<file path="config.mk">
export PLATFORM = sky130hd
export DESIGN_NAME = filt_fir_int
export DESIGN_NICKNAME = d
export VERILOG_FILES = /design/src/rtl/filt_fir_int.sv
export SDC_FILE = /design/constraint.sdc
export NUM_CORES = 1
export LEC_CHECK = 0
export BUFFER_PORTS_ARGS = -buffer_cell sky130_fd_sc_hd__buf_2
export CORE_ASPECT_RATIO = 0.9
export CORE_MARGIN = 5
export CORE_UTILIZATION = 40
export DETAILED_ROUTE_END_ITERATION = 8
export GPL_TIMING_DRIVEN = 0
export PLACE_DENSITY = 0.64
export SLEW_MARGIN = 25
export SYNTH_ARGS = -nofsm -noshare
export SYNTH_HDL_FRONTEND = slang
export SYNTH_SLANG_ARGS = --single-unit
</file>
<file path="constraint.sdc">
create_clock -name i_clk -period 15.2 [get_ports i_clk]
set_input_delay 0.76 -clock i_clk [delete_from_list [all_inputs] [get_ports i_clk]]
set_output_delay 0.76 -clock i_clk [all_outputs]
set_load 0.005 [all_outputs]
</file>
<file path="src/rtl/filt_fir_int.sv">
// Purpose     : interpolate-by-L polyphase FIR, one shared MAC time-multiplexed over P taps x L phases.
// Latency     : phase p output registered P*(p+1) enabled edges after the accept edge; block busy for N edges.
// Backpressure: o_ready high only in IDLE; i_valid while busy is ignored (no buffering, upstream holds/drops).
//
// Ports:
//   i_clk, i_rst_an   clock (rising edge) and asynchronous active-low reset
//   i_ena             clock enable, every register holds while low
//   i_valid, i_data   input sample strobe and signed sample
//   o_ready           idle, able to accept a sample
//   o_valid, o_data   one-cycle strobe and signed output sample (held between strobes)
module filt_fir_int #(
    parameter int gp_data_width   = 8,
    parameter int gp_coeff_width  = 8,
    parameter int gp_interp       = 4,
    parameter int gp_coeff_length = 16,
    parameter logic [gp_coeff_length*gp_coeff_width-1:0] gp_coeff =
        128'h100F0E0D0C0B0A090807060504030201,
    parameter int gp_oup_width    = gp_data_width + gp_coeff_width + gp_coeff_length / gp_interp
) (
    input  logic                           i_clk,
    input  logic                           i_rst_an,
    input  logic                           i_ena,
    input  logic                           i_valid,
    input  logic signed [gp_data_width-1:0] i_data,
    output logic                           o_ready,
    output logic                           o_valid,
    output logic signed [gp_oup_width-1:0] o_data
);

    localparam int lp_taps  = gp_coeff_length / gp_interp;
    localparam int lp_jw    = (lp_taps > 1) ? $clog2(lp_taps) : 1;
    localparam int lp_pw    = $clog2(gp_interp);
    localparam int lp_pw_ok = (lp_pw > 0) ? lp_pw : 1;
    localparam int lp_prodw = gp_data_width + gp_coeff_width;

    typedef enum logic {ST_IDLE, ST_MAC} state_t;

    state_t state, state_nxt;

    logic signed [gp_data_width-1:0]  dly [lp_taps];
    logic signed [gp_oup_width-1:0]   acc;
    logic [lp_jw-1:0]                 tap_cnt;
    logic [lp_pw_ok-1:0]              phase_cnt;

    // Coefficients regrouped as coeff[j][p] = h[j*L+p] so the MAC indexes by tap and phase directly.
    logic signed [gp_coeff_width-1:0] coeff [lp_taps][gp_interp];

    for (genvar j = 0; j < lp_taps; j++) begin : g_tap
        for (genvar p = 0; p < gp_interp; p++) begin : g_phase
            assign coeff[j][p] = gp_coeff[(j*gp_interp+p+1)*gp_coeff_width-1 -: gp_coeff_width];
        end
    end

    logic                           last_tap;
    logic                           last_phase;
    logic                           accept;
    logic signed [lp_prodw-1:0]     prod;
    logic signed [gp_oup_width-1:0] mac_sum;

    assign last_tap   = (tap_cnt == lp_jw'(lp_taps - 1));
    assign last_phase = (phase_cnt == lp_pw_ok'(gp_interp - 1));
    assign accept     = (state == ST_IDLE) && i_valid;

    // Full-precision signed product, sign-extended (or wrapped) into the accumulator width.
    assign prod    = dly[tap_cnt] * coeff[tap_cnt][phase_cnt];
    assign mac_sum = acc + gp_oup_width'(prod);

    // State register
    always_ff @(posedge i_clk or negedge i_rst_an) begin
        if (!i_rst_an) begin
            state <= ST_IDLE;
        end else if (i_ena) begin
            state <= state_nxt;
        end
    end

    // Next-state logic
    always_comb begin
        state_nxt = state;
        case (state)
            ST_IDLE: if (i_valid)                state_nxt = ST_MAC;
            ST_MAC:  if (last_tap && last_phase) state_nxt = ST_IDLE;
            default:                             state_nxt = ST_IDLE;
        endcase
    end

    // Output decode from the registered state
    always_comb begin
        o_ready = (state == ST_IDLE);
    end

    // Datapath: delay line, accumulator, counters, output register
    always_ff @(posedge i_clk or negedge i_rst_an) begin
        if (!i_rst_an) begin
            for (int k = 0; k < lp_taps; k++) dly[k] <= '0;
            acc       <= '0;
            tap_cnt   <= '0;
            phase_cnt <= '0;
            o_valid   <= 1'b0;
            o_data    <= '0;
        end else if (i_ena) begin
            o_valid <= 1'b0;
            if (accept) begin
                for (int k = lp_taps - 1; k > 0; k--) dly[k] <= dly[k-1];
                dly[0]    <= i_data;
                acc       <= '0;
                tap_cnt   <= '0;
                phase_cnt <= '0;
            end else if (state == ST_MAC) begin
                if (last_tap) begin
                    // Final tap of a phase goes straight to the output, accumulator restarts for the next phase.
                    o_data    <= mac_sum;
                    o_valid   <= 1'b1;
                    acc       <= '0;
                    tap_cnt   <= '0;
                    phase_cnt <= last_phase ? '0 : phase_cnt + lp_pw_ok'(1);
                end else begin
                    acc     <= mac_sum;
                    tap_cnt <= tap_cnt + lp_jw'(1);
                end
            end
        end
    end

endmodule

</file>
==> out/qor.yml <==
worst_setup_path:
  critical-path-slowest-cell: "and2_1"
  critical_path.top_delay_family: "adder cells"
  worst-r2r-cell-count: 15
  crit_path_start_kind: "flop"
  cp_num_buf_inv: 2
  arrival_ps: 6140
  required_ps: 15440
  crit_chain: "inv_1 > ha_1 > clkbuf_1 > and2_1 > fa_1 > fa_1 > ha_1 > fa_1 > ha_1 > a21o_1 > or3_4 > o211ai_2 > a31oi_1 > or3_1 > a32o_1"
  r2r-end: "acc[15]"
  critPathMaxFanout: 12
  reg2reg_from: "phase_cnt[0]"
  critPathCaptureType: "flop"
  r2r_setup_slack_ps: 9300
  max_stage_delay_ps: 780
  critPathKind: "flop to flop"
placement:
  gp_congestion: 0.909
  place_inst: 840
  placed_area_um2: 6600
  portBuffers: 32
  hpwl_um: 10500
route:
  ant_nets: 0
  first_pass_iters: 4
  drc: 0
  viasPerCell: 5.04
  routed_wirelength_um: 13700
  drt_iter0_markers: 255
  wl_per_cell_um: 16.0
  vias: 4315
sta:
  final-max-slew-violation-count: 0
  min_period_ps: 5900
  tns_ps: 0
  maxSlewHeadroom: 0.413
  worstMarginPinSlew_ps: 881
  setup_viol: 0
  rsz0062_at_grt: "false"
  layout_worst_path_cycle_share: 0.388
  finClkSkew_ps: 10.8
  hold_viol: 0
  max_freq_mhz: 169
global_route:
  grt_usage: 0.167
  gr-total-overflow: 0
  first_global_vias: 4667
  grt_max_degree: 44
  grt_pass1_wl_um: 23700
  antenna_found_initial: 0
logic_synthesis:
  synth_top_family_by_area: "adder cells"
  ys_ff_latch: 78
  synth_edf_count: 0
  synth_compound_area_frac: 0.0992
  synthFlopType: "dfrtp_1"
  synth_area_um2: 6150
  yosys.area_share.simple: 0.0998
  synthAdderAreaFrac: 0.278
  yosysWarnings: 0
  syn_nets: 720
  synth.distinct_cells: 50
  synth_xor_xnor_area_share: 0.0299
  async_flop_share: 1.00
  syn_area_per_cell_um2: 10.2
  synth_seq_area_share: 0.317
  syn_inst: 605
  muxShareOfSynthArea: 0.0949
die:
  design.core.area_um2: 15300
  start_util: 0.403
  io_pins: 34
  fp-row-count: 43
  dieArea_um2: 18000
  die_w_um: 141
  die_y_um: 128
layout:
  stdcell_area_um2: 6910
  layout_commonest_cell: "inv_1"
  layout-drive-gt1-share: 0.154
  mostFrequentLayoutCells: "inv_1 (110), dfrtp_1 (78), nand2_1 (70)"
  synthToLayoutAreaGrowth_pct: 12.3
  instances_no_fill: 856
  nets: 764
  diodes: 0
clocking:
  post_cts_buffers: 0
  cts_tree: "built"
  cts_num_sinks: 78
  clk_pin_slew_ps: 70
  cts_hold_buf: 0
  numCtsBuffers: 9
  clkLatencyLatePin_ps: 350
  clockRootBuffer: "clkbuf_16"
  cts-htree-levels: 3
  cts_resized: 0
  cts_buffer_depth: 2
run_status:
  outcome: "completed"
flow_run:
  cap_viol_max_count: 0
worst_hold_path:
  min_path_type: "input port to async pin"
-- Yosys cell counts, types with 3 or more instances --
| master | number | area [um^2] |
|---|---|---|
| mux4_2 | 8 | 180 |
| nor2_1 | 8 | 30.0 |
| mux2_2 | 35 | 394 |
| o21a_1 | 3 | 22.5 |
| o211ai_1 | 4 | 30.0 |
| xor2_1 | 7 | 61.3 |
| fa_1 | 55 | 1100 |
| ha_1 | 48 | 601 |
| a22o_1 | 6 | 52.6 |
| xnor2_1 | 14 | 123 |
| nor2b_1 | 3 | 18.8 |
| nand3_1 | 10 | 50.1 |
| and3_1 | 7 | 43.8 |
| o21ai_0 | 38 | 190 |
| nand2_1 | 70 | 263 |
| clkbuf_1 | 19 | 71.3 |
| a21o_1 | 6 | 45.0 |
| and2_1 | 19 | 119 |
| dfrtp_1 | 78 | 1950 |
| inv_1 | 110 | 413 |
| a21oi_1 | 20 | 100 |
-- worst max path at each step --
stage	start	endpoint	slack, ps	cells past startpoint
3_5_place_dp	phase_cnt[0]	acc[15]	9260	15
3_3_place_gp	phase_cnt[0]	acc[15]	9360	15
4_1_cts	phase_cnt[0]	acc[15]	9240	15
5_1_grt	phase_cnt[1]	acc[15]	8930	15
2_1_floorplan	phase_cnt[0]	acc[15]	10020	15
6_report	phase_cnt[0]	acc[15]	9300	15
-- logic make-up (layout without fill, tap and decap cells) --
| logic type | count (synthesis) | after routing |
|---|---|---|
| adder cells (fa/ha/maj) | 104 | 104 |
| AO/OA/AOI/OAI | 96 | 96 |
| XOR/XNOR | 21 | 21 |
| AND/OR/NAND/NOR | 130 | 130 |
| buffers and inverters | 132 | 181 |
| flip-flops | 78 | 78 |
| multiplexers | 44 | 44 |
-- flip-flops by register name, summed over array words and instances (netlist names) --
name and count:
acc 20, dly 32, o_data 20, o_valid 1, phase_cnt 2, state 1, tap_cnt 2
-- stage by stage --
stage          utilization  worst slack, ps  hold slack (ps)
3_3_place_gp         0.430             9360              462
6_report             0.453             9300              379
2_1_floorplan            -            10020              450
3_5_place_dp         0.432             9260              466
5_1_grt              0.453             8930              408
4_1_cts              0.453             9240              391
-- area by class of cell --
| type | instances | area, um^2 |
|---|---|---|
| repair buffers | 33 | 190 |
| inverters | 110 | 413 |
| plain buffers | 22 | 85.1 |
| well taps | 202 | 253 |
| multi-input cells | 395 | 3700 |
| fillers | 1474 | 8370 |
| clock inverters | 5 | 83.8 |
| clock buffers | 11 | 233 |
| flip-flops and latches | 78 | 1950 |
-- per-layer routing --
metal / vias up / share of wire / track usage
met5: - / 0 / 0
met4: 0 / 0.022 / 0.0558
met3: 22 / 0.064 / 0.0310
met2: 94 / 0.46 / 0.264
met1: 2142 / 0.45 / 0.233
li1: 2057 / - / -
Power is not shown: default switching activity piles up to over one toggle a cycle in this logic, so the estimate is an artifact.
